==> config.mk <==
export PLATFORM = sky130hd
export DESIGN_NAME = simon_button_ctrl
export DESIGN_NICKNAME = d
export VERILOG_FILES = /design/src/rtl/simon_button_ctrl.sv
export SDC_FILE = /design/constraint.sdc
export NUM_CORES = 1
export LEC_CHECK = 0
export ABC_AREA = 1
export CORE_AREA = 2 2 103 105
export DETAILED_ROUTE_END_ITERATION = 7
export DIE_AREA = 0 0 105 107
export GPL_ROUTABILITY_DRIVEN = 0
export GPL_TIMING_DRIVEN = 0
export PLACE_DENSITY = 0.77
export SLEW_MARGIN = 20
export SYNTH_ARGS = -nofsm -noshare
export SYNTH_HDL_FRONTEND = slang
export SYNTH_SLANG_ARGS = --single-unit
==> constraint.sdc <==
create_clock -name clk -period 4.97 [get_ports clk]
set_clock_uncertainty 0.1 [all_clocks]
set_input_delay 0.7455 -clock clk [delete_from_list [all_inputs] [get_ports clk]]
set_output_delay 0.7455 -clock clk [all_outputs]
set_load 0.01 [all_outputs]
==> src/rtl/simon_button_ctrl.sv <==
// simon_button_ctrl: push-button front end for the Simon game.
// Synchronises and debounces NBTN raw buttons, converts clean press edges into
// single press events and hands one button ID per physical press to the game
// FSM over a valid/ready handshake. New events are locked out until every
// button is released.
// Optional build macro SIMUL_REJECT_EN: when defined, a press that arrives
// while more than one clean button is held is rejected instead of arbitrated.
module simon_button_ctrl #(
  parameter int unsigned NBTN   = 4,
  parameter int unsigned DB_CYC = 4194304,
  parameter int unsigned CNT_W  = 23,
  parameter int unsigned IDW    = 2
) (
  input  logic            clk,
  input  logic            rst_n,
  input  logic [NBTN-1:0] raw,
  input  logic            enable,
  output logic [NBTN-1:0] clean,
  output logic            press_valid,
  output logic [IDW-1:0]  press_id,
  input  logic            press_ready,
  output logic            busy
);

  typedef enum logic [1:0] {
    ST_IDLE,
    ST_PRESS,
    ST_RELEASE
  } state_t;

  localparam logic [CNT_W-1:0] CNT_MAX = CNT_W'(DB_CYC - 1);

  logic [NBTN-1:0]  sync1_q, sync1_d;
  logic [NBTN-1:0]  sync2_q, sync2_d;
  logic [CNT_W-1:0] cnt_q [NBTN];
  logic [CNT_W-1:0] cnt_d [NBTN];
  logic [NBTN-1:0]  clean_q, clean_d;
  logic [NBTN-1:0]  clean_dly_q, clean_dly_d;
  state_t           state_q, state_d;
  logic             press_valid_q, press_valid_d;
  logic [IDW-1:0]   press_id_q, press_id_d;

  logic [NBTN-1:0]  rise;
  logic [IDW-1:0]   low_id;
  logic             low_found;

  // Two-flop synchroniser chain for the asynchronous button levels.
  always_comb begin
    sync1_d = raw;
    sync2_d = sync1_q;
  end

  // Per-button debounce: clean flips only after DB_CYC consecutive differing samples.
  always_comb begin
    clean_d = clean_q;
    for (int unsigned i = 0; i < NBTN; i++) begin
      cnt_d[i] = '0;
      if (sync2_q[i] != clean_q[i]) begin
        if (cnt_q[i] == CNT_MAX) begin
          clean_d[i] = sync2_q[i];
        end else begin
          cnt_d[i] = cnt_q[i] + CNT_W'(1);
        end
      end
    end
    clean_dly_d = clean_q;
  end

  assign rise = clean_q & ~clean_dly_q;

  // Priority encoder: index of the lowest rising button.
  always_comb begin
    low_id    = '0;
    low_found = 1'b0;
    for (int unsigned i = 0; i < NBTN; i++) begin
      if (rise[i] && !low_found) begin
        low_id    = IDW'(i);
        low_found = 1'b1;
      end
    end
  end

`ifdef SIMUL_REJECT_EN
  logic multi_held;
  assign multi_held = (clean_q & (clean_q - 1'b1)) != '0;
`endif

  // Press FSM next-state and handshake outputs.
  always_comb begin
    state_d       = state_q;
    press_valid_d = press_valid_q;
    press_id_d    = press_id_q;
    unique case (state_q)
      ST_IDLE: begin
        if (enable && (rise != '0)) begin
`ifdef SIMUL_REJECT_EN
          if (multi_held) begin
            state_d = ST_RELEASE;
          end else begin
            press_valid_d = 1'b1;
            press_id_d    = low_id;
            state_d       = ST_PRESS;
          end
`else
          press_valid_d = 1'b1;
          press_id_d    = low_id;
          state_d       = ST_PRESS;
`endif
        end
      end
      ST_PRESS: begin
        if (press_ready) begin
          press_valid_d = 1'b0;
          state_d       = ST_RELEASE;
        end
      end
      ST_RELEASE: begin
        if (clean_q == '0) begin
          state_d = ST_IDLE;
        end
      end
      default: begin
        state_d       = ST_IDLE;
        press_valid_d = 1'b0;
      end
    endcase
  end

  // State register for synchroniser, debounce, edge detect and FSM.
  always_ff @(posedge clk or negedge rst_n) begin
    if (!rst_n) begin
      sync1_q       <= '0;
      sync2_q       <= '0;
      for (int unsigned i = 0; i < NBTN; i++) begin
        cnt_q[i] <= '0;
      end
      clean_q       <= '0;
      clean_dly_q   <= '0;
      state_q       <= ST_IDLE;
      press_valid_q <= 1'b0;
      press_id_q    <= '0;
    end else begin
      sync1_q       <= sync1_d;
      sync2_q       <= sync2_d;
      for (int unsigned i = 0; i < NBTN; i++) begin
        cnt_q[i] <= cnt_d[i];
      end
      clean_q       <= clean_d;
      clean_dly_q   <= clean_dly_d;
      state_q       <= state_d;
      press_valid_q <= press_valid_d;
      press_id_q    <= press_id_d;
    end
  end

  assign clean       = clean_q;
  assign press_valid = press_valid_q;
  assign press_id    = press_id_q;
  assign busy        = (state_q != ST_IDLE);

endmodule

==> impl_metrics.csv <==
group,metric,value,unit
synth,syn_avg_cell_area,7.89,um2
synth,ys_ff_latch,113,
global_routing,globalRoute.busiestLayer,"met2",
global_routing,grt_pass1_vias,4594,
synth,ys_types,29,
placed_design,dpl_worst_slack,3060,ps
floorplanning,rows,37,
global_routing,track_usage,0.230,
setup_path,critPathCaptureType,"output port",
setup_path,cp.required,4120,ps
timing,clock.fmax,0.410,GHz
clock_network,postCtsSetupBuffers,0,
flow_run,max_cap_violations,0,
timing,slew_headroom,0.665,
finish,final_layout_size_suffix_gt1_frac,0.133,
synth,ys_seq_area_frac,0.473,
setup_path,slowest_stage,"clkdlybuf4s50_1",
pwr,p_sw,0.473,mW
route,wl_per_cell,12.2,um
timing,setup_violations,0,
floorplanning,die_w,105,um
synth,yosysTopAreaCell,"dfrtp_1",
floorplanning,die-height,107,um
finish,syn2layout_area_growth,16.9,%
pwr,power_density,340,mW/mm2
clock_network,numCtsBuffers,17,
pwr,vdd_drop_max,0.234,mV
setup_path,r2r_cells,9,
setup_path,crit_type,"flop to output port",
pwr,p_int,1.90,mW
hold_path,hold_path_class,"input port to asynchronous set/reset pin",
setup_path,path_cells,"clkdlybuf4s50_1",
synth,synth_top_area_frac,0.473,
clock_network,clk_pin_slew,60,ps
route,totalWireLength,11500,um
synth,syn-instance-count,757,
setup_path,critPathTopFamily,"buffers and inverters",
timing,hold_viol_final,0,
floorplanning,die_area,0.0112,mm2
setup_path,arrival,1600,ps
setup_path,cp.depth,1,
setup_path,critPathMaxStageDelay,590,ps
global_routing,grt_overflow,0,
clock_network,clockBufferDepth,2,
global_routing,antenna_found_initial,0,
pwr,cellLeakagePower,3.03,nW
timing,min_period_over_period,0.491,
clock_network,insertion_delay,530,ps
route,drc,0,
synth,synth_fp_nets,769,
clock_network,postCtsResizedCells,0,
pwr,switching_share,0.199,
global_routing,grt_use_met3,0.0693,
timing,drv_slew,0,
route,first_pass_iters,4,
timing,min_period,2440,ps
global_routing,grt_pass1_wl,20500,um
placed_design,dp_hpwl,7960,um
floorplanning,start_util,0.592,
synth,netlist_top_cells_area,"dfrtp_1, nand2_1, nor2_1",
timing,rsz0062_at_grt,"no",
run_status,outcome,"finished, final reports clean",
global_routing,use_met2,0.371,
clock_network,postCtsHoldBufs,0,
setup_path,start_kind,"flop",
timing,fin_ws,2530,ps
timing,worst_slew_pin_slew,503,ps
floorplanning,io_pins,16,
setup_path,crit_fanout,6,
pwr,power,2.38,mW
synth,ys_warn_count,0,
synth,syn_area,0.00598,mm2
finish,nets,804,
global_routing,grt_max_degree,61,
setup_path,crit_buf_inv,1,
placed_design,portBuffers,15,
clock_network,cts_tree,"yes",
clock_network,htree_num_levels,4,
floorplanning,core_area,0.0101,mm2
clock_network,cts_sinks,113,
pwr,p_clk_frac,0.575,
global_routing,use_met1,0.296,
clock_network,cts_root_buf,"clkbuf_8",
route,via_count,4706,
route,antenna_left,0,
pwr,seqPwrFrac,0.396,
pwr,p_comb_frac,0.029,
route,vias_per_cell,5.01,
finish,diodes,0,
route,drtIter0Drc,185,
[synth_stat cells]
cell type,count
xor2_1,26
a21oi_1,5
nand3_4,2
nor2_4,8
dfrtp_1,113
nor4_1,1
nand2_2,9
a22oi_1,1
inv_2,4
ha_1,4
or2_1,1
clkbuf_1,2
nor2_2,41
o22ai_1,1
o21ai_0,7
nand3_2,2
xnor2_1,24
buf_6,1
nand4_1,1
nand3_1,52
nor2_1,137
nand2_4,3
nor3b_1,3
inv_1,84
o21bai_1,4
buf_12,3
nor2_8,1
nor3_1,4
nand2_1,213
[worst register-to-register path, cell delays in order, from the launching register on]
cell and delay (ps):
dfrtp_1 450, ha_1 220, nand2_2 80, nor2_4 160, nand2_2 110, nor2_4 160, nand3_2 110, nand2_2 120
buf_12 150, nor2_2 50
[sequential cells by signal, indices dropped and copies added (netlist names)]
name,flops
cnt_q,92
sync2_q,4
clean_dly_q,4
press_id,2
state_q,2
sync1_q,4
clean,4
press_valid,1
[power groups by stage]
| stage | clock (mW) | sequential, mW | combinational [mW] |
|---|---|---|---|
| after global routing | 1.43 | 0.944 | 0.0795 |
| after detailed placement | 0 | 0.958 | 0.0706 |
| after global placement | 0 | 0.958 | 0.0661 |
| after floorplan | 0 | 0.956 | 0.0355 |
| final | 1.37 | 0.942 | 0.0686 |
| after CTS | 1.39 | 0.942 | 0.0709 |
[cells in the final DEF, fill, tap and decap left out, types with 5 or more instances in the layout]
master           synthesis  final
bufinv_16                0      6
a21oi_1                  5      5
clkbuf_16                0     16
nand3_1                 52     52
nor2_4                   8      8
nor2_1                 137    137
dfrtp_1                113    113
xnor2_1                 24     24
nand2_2                  9      9
o21ai_0                  7      7
xor2_1                  26     26
inv_1                   84     84
nor2_2                  41     41
clkdlybuf4s50_1          0     14
nand2_1                213    213
[worst paths after layout]
path / startpoint / end / slack (ps)
hold reg to reg: sync1_q[1] / sync2_q[1] / 250
min in group clk: sync1_q[1] / sync2_q[1] / 250
setup reg to reg: cnt_q[69] / cnt_q[82] / 3160
setup / recovery: clean[2] / clean[2] / 2530
max in group asynchronous: rst_n / cnt_q[57] / 4050
hold / removal: rst_n / cnt_q[42] / 60
[per-stage QoR]
stage          setup TNS (ps)  cells  cell area [um2]  hold WS [ps]  utilization
2_1_floorplan               0    757             5980           231            -
3_3_place_gp          -142540    908             6300           233        0.624
3_5_place_dp                0    909             6320           237        0.627
4_1_cts                     0    940             6990          72.7        0.692
5_1_grt                     0    940             6990          98.5        0.692
6_report                    0    940             6990          55.8        0.692
[routing by layer]
layer / routed length (um) / up-vias
li1: - / 2374
met1: 5420 / 2240
met2: 5460 / 75
met3: 418 / 17
met4: 198 / 0
met5: 0 / -
[final cells by class]
class                      instances  area, um2
fill                             812       3100
sequential                       113       2830
multi-input combinational        550       2740
clock buffer                      20        455
inverter                          88        330
clock inverter                    11        208
timing repair buffer              16        179
tap                              136        170
buffer                             6       78.8
[cell families after synthesis]
family	after synthesis	share of synthesized area
and+or+nand+nor	478	0.359
AOI/OAI and AO/OA	18	0.0174
DFF	113	0.473
adders and majority gates	4	0.00838
buffers and inverters	94	0.0685
xor gates and xnor gates	50	0.0733
No activity file was read; power rests on OpenSTA's default activity.
